<file path="src/rtl/riscv_run_ctrl.sv">
// riscv_run_ctrl
// Run controller for the single-cycle RISC-V core. It streams a program into
// instruction memory while holding the core in reset. It then sequences
// free-run, single-step, pause and resume. Execution stops on ebreak, on
// ecall, or when the cycle budget is used up.
//
// Ports
//   clock, rst          : rising-edge clock, synchronous active-high reset
//   load_valid/ready    : program word handshake (load_data, load_last)
//   imem_we/waddr/wdata : instruction-memory write port (zero latency)
//   start, step         : run/resume and single-step requests (levels)
//   halt_req            : pause request while running
//   run_limit           : cycle budget, 0 = unlimited (sampled live)
//   core_instr          : instruction the core executes this cycle
//   core_rst, core_en   : core reset and clock-enable
//   state               : FSM state code
//   halt_cause          : 0 none, 1 ebreak, 2 ecall, 3 limit
//   done                : high in HALTED
//   load_ovf            : sticky, memory wrapped during load
//   cycle_count         : enabled core cycles (saturating)
module riscv_run_ctrl #(
  parameter int ADDR_W = 10,
  parameter int CYC_W  = 32
) (
  input  logic              clock,
  input  logic              rst,
  input  logic              load_valid,
  output logic              load_ready,
  input  logic [31:0]       load_data,
  input  logic              load_last,
  output logic              imem_we,
  output logic [ADDR_W-1:0] imem_waddr,
  output logic [31:0]       imem_wdata,
  input  logic              start,
  input  logic              step,
  input  logic              halt_req,
  input  logic [CYC_W-1:0]  run_limit,
  input  logic [31:0]       core_instr,
  output logic              core_rst,
  output logic              core_en,
  output logic [2:0]        state,
  output logic [1:0]        halt_cause,
  output logic              done,
  output logic              load_ovf,
  output logic [CYC_W-1:0]  cycle_count
);

  localparam logic [31:0] INSTR_EBREAK = 32'h0010_0073;
  localparam logic [31:0] INSTR_ECALL  = 32'h0000_0073;

  localparam logic [1:0] CAUSE_NONE   = 2'd0;
  localparam logic [1:0] CAUSE_EBREAK = 2'd1;
  localparam logic [1:0] CAUSE_ECALL  = 2'd2;
  localparam logic [1:0] CAUSE_LIMIT  = 2'd3;

  typedef enum logic [2:0] {
    S_IDLE   = 3'd0,
    S_LOAD   = 3'd1,
    S_READY  = 3'd2,
    S_RUN    = 3'd3,
    S_STEP   = 3'd4,
    S_PAUSE  = 3'd5,
    S_HALTED = 3'd6
  } state_t;

  state_t              r_state;
  state_t              w_next_state;
  logic [1:0]          w_exit_cause;
  logic [ADDR_W-1:0]   r_waddr;
  logic                r_load_ovf;
  logic [CYC_W-1:0]    r_cycle_count;
  logic [1:0]          r_halt_cause;
  logic                w_accept;
  logic [CYC_W:0]      w_cnt_plus1;
  logic [CYC_W-1:0]    w_cnt_sat;
  logic                w_limit_hit;

  assign w_accept = load_valid & load_ready;

  // One extra bit keeps the limit compare correct even at an all-ones count.
  assign w_cnt_plus1 = {1'b0, r_cycle_count} + (CYC_W+1)'(1);
  assign w_cnt_sat   = (&r_cycle_count) ? r_cycle_count : w_cnt_plus1[CYC_W-1:0];
  assign w_limit_hit = (run_limit != CYC_W'(0)) && (w_cnt_plus1 >= {1'b0, run_limit});

  // State register
  always_ff @(posedge clock) begin
    if (rst) begin
      r_state <= S_IDLE;
    end else begin
      r_state <= w_next_state;
    end
  end

  // Next-state logic, including the prioritised exit checks of RUN/STEP
  always_comb begin
    w_next_state = r_state;
    w_exit_cause = CAUSE_NONE;
    case (r_state)
      S_IDLE: begin
        if (w_accept) begin
          w_next_state = load_last ? S_READY : S_LOAD;
        end else begin
          w_next_state = S_IDLE;
        end
      end
      S_LOAD: begin
        if (w_accept && load_last) begin
          w_next_state = S_READY;
        end else begin
          w_next_state = S_LOAD;
        end
      end
      S_READY, S_PAUSE: begin
        if (start) begin
          w_next_state = S_RUN;
        end else if (step) begin
          w_next_state = S_STEP;
        end else begin
          w_next_state = r_state;
        end
      end
      S_RUN, S_STEP: begin
        if (core_instr == INSTR_EBREAK) begin
          w_next_state = S_HALTED;
          w_exit_cause = CAUSE_EBREAK;
        end else if (core_instr == INSTR_ECALL) begin
          w_next_state = S_HALTED;
          w_exit_cause = CAUSE_ECALL;
        end else if (w_limit_hit) begin
          w_next_state = S_HALTED;
          w_exit_cause = CAUSE_LIMIT;
        end else if ((r_state == S_RUN) && halt_req) begin
          w_next_state = S_PAUSE;
        end else if (r_state == S_STEP) begin
          w_next_state = S_PAUSE;
        end else begin
          w_next_state = S_RUN;
        end
      end
      S_HALTED: begin
        if (start) begin
          w_next_state = S_READY;
        end else begin
          w_next_state = S_HALTED;
        end
      end
      default: begin
        w_next_state = S_IDLE;
      end
    endcase
  end

  // Decoded outputs from the current state
  always_comb begin
    load_ready = 1'b0;
    core_rst   = 1'b0;
    core_en    = 1'b0;
    done       = 1'b0;
    case (r_state)
      S_IDLE, S_LOAD: begin
        load_ready = 1'b1;
        core_rst   = 1'b1;
      end
      S_READY: begin
        core_rst = 1'b1;
      end
      S_RUN, S_STEP: begin
        core_en = 1'b1;
      end
      S_HALTED: begin
        done = 1'b1;
      end
      default: begin
        load_ready = 1'b0;
      end
    endcase
  end

  // Load write address and sticky wrap flag
  always_ff @(posedge clock) begin
    if (rst) begin
      r_waddr    <= ADDR_W'(0);
      r_load_ovf <= 1'b0;
    end else if (w_accept) begin
      // The final word rewinds the pointer so READY shows address 0.
      r_waddr <= load_last ? ADDR_W'(0) : (r_waddr + ADDR_W'(1));
      if ((&r_waddr) && !load_last) begin
        r_load_ovf <= 1'b1;
      end else begin
        r_load_ovf <= r_load_ovf;
      end
    end else begin
      r_waddr    <= r_waddr;
      r_load_ovf <= r_load_ovf;
    end
  end

  // Cycle counter and halt cause; entering or sitting in READY clears both
  always_ff @(posedge clock) begin
    if (rst) begin
      r_cycle_count <= CYC_W'(0);
      r_halt_cause  <= CAUSE_NONE;
    end else if (w_next_state == S_READY) begin
      r_cycle_count <= CYC_W'(0);
      r_halt_cause  <= CAUSE_NONE;
    end else if (core_en) begin
      r_cycle_count <= w_cnt_sat;
      if (w_exit_cause != CAUSE_NONE) begin
        r_halt_cause <= w_exit_cause;
      end else begin
        r_halt_cause <= r_halt_cause;
      end
    end else begin
      r_cycle_count <= r_cycle_count;
      r_halt_cause  <= r_halt_cause;
    end
  end

  assign imem_we     = w_accept;
  assign imem_waddr  = r_waddr;
  assign imem_wdata  = load_data;
  assign state       = r_state;
  assign halt_cause  = r_halt_cause;
  assign load_ovf    = r_load_ovf;
  assign cycle_count = r_cycle_count;

endmodule

</file>
<file path="config.mk">
export PLATFORM = sky130hd
export DESIGN_NAME = riscv_run_ctrl
export DESIGN_NICKNAME = d
export VERILOG_FILES = /design/src/rtl/riscv_run_ctrl.sv
export SDC_FILE = /design/constraint.sdc
export NUM_CORES = 1
export LEC_CHECK = 0
export ABC_AREA = 1
export CAP_MARGIN = 30
export CELL_PAD_IN_SITES_DETAIL_PLACEMENT = 0
export CELL_PAD_IN_SITES_GLOBAL_PLACEMENT = 1
export CORE_MARGIN = 2
export CORE_UTILIZATION = 25
export DETAILED_ROUTE_END_ITERATION = 7
export HOLD_SLACK_MARGIN = 0.03
export PLACE_DENSITY = 0.72
export SLEW_MARGIN = 20
export SYNTH_ARGS = -nofsm -noshare
export SYNTH_HDL_FRONTEND = slang
export SYNTH_SLANG_ARGS = --single-unit
</file>
<file path="constraint.sdc">
create_clock -name clock -period 7.4 [get_ports clock]
set_input_delay 1.11 -clock clock [delete_from_list [all_inputs] [get_ports clock]]
set_output_delay 1.11 -clock clock [all_outputs]
set_load 0.01 [all_outputs]
</file>
==> results of run 1 <==
-- per-stage QoR --
step	setup slack, ps	utilization [%]	hold WS (ps)
final	3340	33.8	489
after global routing	2840	33.8	507
after CTS	3290	33.8	492
after detailed placement	3340	33.0	475
after global placement	3110	32.9	474
after floorplan	4080	-	481
-- routing by layer --
layer	vias up	share of wire, %	track usage, %	wire length (um)
li1	2230	-	-	-
met1	1827	47	18.2	5900
met2	124	44	22.6	5480
met3	14	7.5	3.45	930
met4	0	1.4	3.92	174
met5	-	0	0	0
-- sequential cells by signal, indices dropped and copies added, names as in the netlist --
| signal | cells |
|---|---|
| state | 3 |
| halt_cause | 2 |
| load_ovf | 1 |
| imem_waddr | 10 |
| cycle_count | 32 |
-- critical path: cells and delay by family, from the launching register on --
family / cells / cell delay (ps)
xor+xnor: 1 / 230
buf+inv: 3 / 430
simple gates: 14 / 2190
compound gates: 1 / 390
fa+ha+maj: 1 / 300
flops: 1 / 380
-- cell families (layout without fill, tap and decap cells) --
kind of cell | after synthesis | count (layout)
AND/OR/NAND/NOR | 299 | 299
buffers and inverters | 155 | 245
AO/OA/AOI/OAI | 76 | 76
flip-flops | 48 | 48
adder cells (fa/ha/maj) | 34 | 34
XOR/XNOR | 31 | 31
multiplexers | 6 | 6
-- path summary, 6_finish.rpt --
path	startpoint	end	depth (start not counted)
setup reg to reg	cycle_count[0]	cycle_count[10]	20
hold / removal	imem_waddr[9]	imem_waddr[9]	1
hold reg to reg	imem_waddr[9]	imem_waddr[9]	1
setup / recovery	cycle_count[0]	cycle_count[10]	20
-- power by group --
part / switching, mW / total (mW) / internal (mW)
registers: 0.0234 / 0.298 / 0.275
logic: 0.133 / 0.256 / 0.122
clock network: 0.0970 / 0.220 / 0.123
total: 0.254 / 0.774 / 0.520
-- layout make-up --
cell class / count / area (sq um)
sequential: 48 / 961
tap: 220 / 275
clock buffer: 6 / 129
clock inverter: 1 / 5.00
timing repair buffer: 125 / 1270
fill: 1850 / 11000
inverter: 113 / 425
multi-input combinational: 446 / 2570
-- placed cells by master (no fill, tap or decap), types with 2 or more instances in the layout --
master,netlist,final
a22oi_1,2,2
o21ai_0,33,33
xor2_1,31,31
nand3_1,25,25
mux2i_1,6,6
nand4_1,15,15
or2_2,3,3
clkdlybuf4s50_1,0,123
nor3_1,20,20
a21o_1,4,4
nand2_2,6,6
clkinv_2,1,2
nand3_2,3,3
a31oi_1,3,3
nor4_1,13,13
nor2_4,2,2
ha_1,34,34
o21bai_1,3,3
a211oi_1,2,2
a21oi_1,25,25
clkbuf_16,0,5
nand2_1,114,114
inv_1,111,111
dfxtp_1,48,48
nand3b_1,2,2
nor2_1,81,81
nor2_2,12,12
==> reports/results.txt, run 1 <==
Die W: 135 um
Final Setup Violations: 0
Mux contribution to synthesized area: 1.41%
Clk_lat worst skew: 290 ps
CTS Hold Buffers Added: 0
CTS Sinks: 48
Lkg Pwr: 2.47 nW
VDD IR max: 80.2 uV
Synthesized area: 4260 sq um
P per Cell Area: 137 nW/um^2
Final period util: 54.9%
#FFs+latches synth: 48
Slowest cell on the critical path: nor4_1
Setup Skew: 9.82 ps
Crit path DAT: 4230 ps
Per-cell routed wire length: 13.0 um
Gr ovfl total: 0
Starting Density: 25.6%
Mean Syn Cell Area: 6.56 sq um
Yosys top cell by area: dfxtp_1
Synth Warn #: 0
Placed cell areas: 5500 sq um
Slew Limit Fails: 0
Port bufs: 123
Dpl cells: 952
Power Total: 0.774 mW
CTS clk-pin slew, worst paths: 70 ps
Worst endpoint required time: 7570 ps
First-pass GRT wire length: 20.1 mm
Synth Net Count: 786
Fin area: 5630 sq um
N_diodes: 0
DR pass1 iterations: 4
Slew HR: 55.8%
Post-synth top cells: nand2_1 (114), inv_1 (111), nor2_1 (81), dfxtp_1 (48), ha_1 (34)
Post-CTS setup buffer count: 0
Startpoint Class: register
Fin. Hold Viols: 0
Adder-cell share of the synthesized area: 9.99%
Post-Synthesis Cells: 649
Layout cells sized above 1: 5.41%
Fmax achieved: 246 MHz
Num CTS Buffers: 5
GPL Wtd Cong: 0.818
Die height: 135 um
Slew @ Worst Pin: 657 ps
Post-Synth XOR/XNOR Area: 6.38%
Simple-gate area share of the yosys netlist: 32.1%
Dpl hpwl: 10.5 mm
R2R Setup Slk: 3340 ps
Area growth syn-to-layout: 32.2%
Max-cap viol count: 0
Worst Hold Class: register to register
Antenna Nets Post-Route: 0
CTS root buffer: clkbuf_16
Number of flops mapped to enable cells by yosys: 0
Starting DRT DRC Count: 139
Outcome: finished clean
CP max stage delay: 400 ps
Synth cell types: 39
Crit Path Category: register to register
Area contributors post-synth: dfxtp_1 (23%), nand2_1 (10%), ha_1 (10%)
Critical path cell sequence: inv_1, nor3_2, nand3_1, nor4_1, nand3_1, xor2_1, inv_1, ha_1, nand3_1, nor3_1, nand3_1, nor2_1, nand2_2, nand3_2, nand2_2, nand3_1, nand3_1, o21bai_4, buf_16, nor2_1
Number of global-route vias before repair: 4052
Pin count of the biggest net entering global routing: 35
RSZ-0062 raised after global routing: false
TritonCTS clock tree: done
DR vias: 4195
Total Wirelength: 12.5 mm
Main synth FF type: dfxtp_1
Maximum buffer depth of the clock tree: 2
Initial antenna violation count: 0
Cts repair resizes: 0
Die ar.: 18100 sq um
CP Max Fanout: 23
GR Util All Layers: 13.9%
Largest family of logic cells by synthesized area: simple AND/OR/NAND/NOR gates
FP Rows: 47
Nets: 876
Compound-Gate Fraction of Synth Area: 10.4%
Setup_tns: 0 ps
Vias per inst: 4.37
Asr flop ratio synth: 0%
H-tree depth: 2
DR DRC count: 0
Top-area cell type share of the netlist area: 22.6%
# IOs: 188
Core region area: 16600 sq um
Seq/Total Area, Yosys: 22.6%
CP endpoint kind: register
Most common cell in the netlist: nand2_1
CP dominant cell by count: nand3_1
Period minus WS final: 4060 ps
Final Non-Filler Cells: 959
(Power assumes the default switching activity.)
==> inputs of run 2 (changes only) <==
==> constraint.sdc (replaced) <==
create_clock -name clock -period 4.05 [get_ports clock]
set_input_delay 0.6075 -clock clock [delete_from_list [all_inputs] [get_ports clock]]
set_output_delay 0.6075 -clock clock [all_outputs]
set_load 0.01 [all_outputs]
==> reports/results.txt, run 2 (synthesis results as in run 1) <==
Comb pwr share: 33.8%
GR Util All Layers: 13.9%
Layout cells sized above 1: 7.21%
N_diodes: 0
CTS Hold Buffers Added: 0
Total Wirelength: 12.5 mm
Slew HR: 69.9%
Placed cell areas: 5570 sq um
Per-cell routed wire length: 12.9 um
Crit Path Category: register to register
First-pass GRT wire length: 20.3 mm
Die height: 135 um
Maximum buffer depth of the clock tree: 2
Core region area: 16600 sq um
Pin count of the biggest net entering global routing: 35
Die W: 135 um
Max-cap viol count: 0
Outcome: finished clean
DR pass1 iterations: 4
Setup Skew: 9.39 ps
CP Max Fanout: 18
Num CTS Buffers: 5
Sw Ratio: 32.2%
Starting DRT DRC Count: 147
Most frequent cells in the layout: clkdlybuf4s50_1 (123), nand2_1 (113), inv_1 (111), nor2_1 (81), dfxtp_1 (48)
Lkg Pwr: 2.55 nW
DR vias: 4236
RSZ-0062 raised after global routing: false
Dpl hpwl: 10.5 mm
Most common cell after layout, fill and taps aside: clkdlybuf4s50_1
P per Cell Area: 252 nW/um^2
Number of global-route vias before repair: 4208
Post-CTS setup buffer count: 0
Worst Hold Class: register to register
Slew @ Worst Pin: 447 ps
H-tree depth: 2
Fin area: 5750 sq um
Die ar.: 18100 sq um
Final Worst Setup Slack: 386 ps
Worst endpoint required time: 4220 ps
Antenna Nets Post-Route: 0
Nets: 885
Final period util: 90.5%
Sequential power share: 37.1%
Vias per inst: 4.37
Gr ovfl total: 0
VDD IR max: 149 uV
Clock power share: 29.1%
CTS clk-pin slew, worst paths: 70 ps
Starting Density: 25.6%
Fillcell total: 1849
Setup_tns: 0 ps
GPL Wtd Cong: 0.820
Initial antenna violation count: 0
Fmax achieved: 273 MHz
Power Internal: 0.982 mW
Period minus WS final: 3660 ps
CTS root buffer: clkbuf_16
Fin. Hold Viols: 0
Startpoint Class: register
Slew Limit Fails: 0
Area occupied by multi-input gates: 2610 sq um
Cts repair resizes: 0
Area growth syn-to-layout: 35.1%
Port bufs: 123
DR DRC count: 0
Crit path DAT: 3840 ps
# IOs: 188
Final Setup Violations: 0
Switching power: 0.466 mW
Max reg flops: 32
CTS Sinks: 48
TritonCTS clock tree: done
CP endpoint kind: register
FP Rows: 47
Sequential Area: 961 sq um
Pre-CTS WS: 221 ps
Clk_lat worst skew: 290 ps
==> run 2: changes by cell type in the layout (fill, tap and decap cells not counted), sizes merged <==
cell / change
buf: +9
clkbuf: +2
clkinv: -1
==> run 2: final cells by class <==
class,instances,area share [%]
flip-flops and latches,48,16.7
repair buffers,134,23.3
multi-input cells,446,45.3
inverters,113,7.39
clock buffers,8,2.54
well taps,220,4.78
==> run 2: routing by layer <==
metal | up-vias | routed length (um) | track usage (%)
met2 | 131 | 5510 | 23.0
met4 | 0 | 208 | 3.86
li1 | 2249 | - | -
met5 | - | 0 | 0
met1 | 1840 | 5850 | 18.2
met3 | 16 | 964 | 3.15
==> run 2: worst max-delay path, cell delays in order (launching register included) <==
cell and delay (ps):
dfxtp_1 390, ha_1 220, nand3_2 140, nor2_4 170
nand4_4 140, inv_1 140, nand2_1 120, nor3_1 200
xor2_1 210, inv_1 60, ha_1 290, nand2_1 110
nor2_1 50, nand2_1 70, nor2_1 40, nand2_1 50
nand3_1 60, nor2_1 120, nand3_2 150, nand2_2 120
nand3_2 80, nand2_2 110, nand2_2 70, o21bai_4 180
buf_12 190, nor2_1 50
==> run 2: final timing paths <==
path | from | to | slack [ps] | depth (start not counted)
hold reg to reg | load_ovf | load_ovf | 480 | 2
hold / removal | load_ovf | load_ovf | 480 | 2
setup / recovery | cycle_count[0] | cycle_count[9] | 390 | 25
setup reg to reg | cycle_count[0] | cycle_count[9] | 390 | 25
==> run 2: power by group through the flow <==
stage	sequential [mW]	clock, mW	combinational, mW
6_report	0.537	0.422	0.489
5_1_grt	0.543	0.461	0.545
4_1_cts	0.537	0.444	0.493
3_5_place_dp	0.547	0	0.490
3_3_place_gp	0.548	0	0.492
2_1_floorplan	0.555	0	0.286
==> run 2: per-stage QoR <==
| step | instances | utilization (%) | total power, mW | hold slack [ps] |
|---|---|---|---|---|
| floorplan | 649 | - | 0.841 | 481 |
| global placement | 961 | 33.5 | 1.04 | 475 |
| detailed placement | 961 | 33.5 | 1.04 | 476 |
| CTS | 969 | 34.3 | 1.47 | 491 |
| global route | 969 | 34.6 | 1.55 | 523 |
| finish | 969 | 34.6 | 1.45 | 482 |
==> inputs of run 3 (changes only) <==
--- a/config.mk
+++ b/config.mk
@@ -6,7 +6,7 @@
 export NUM_CORES = 1
 export LEC_CHECK = 0
 export ABC_AREA = 1
-export CAP_MARGIN = 30
+export CAP_MARGIN = 0
 export CELL_PAD_IN_SITES_DETAIL_PLACEMENT = 0
 export CELL_PAD_IN_SITES_GLOBAL_PLACEMENT = 1
 export CORE_MARGIN = 2
@@ -14,7 +14,6 @@
 export DETAILED_ROUTE_END_ITERATION = 7
 export HOLD_SLACK_MARGIN = 0.03
 export PLACE_DENSITY = 0.72
-export SLEW_MARGIN = 20
 export SYNTH_ARGS = -nofsm -noshare
 export SYNTH_HDL_FRONTEND = slang
 export SYNTH_SLANG_ARGS = --single-unit
==> results of run 3 <==
The final DEF is identical to that of run 2; final timing and power are the same.
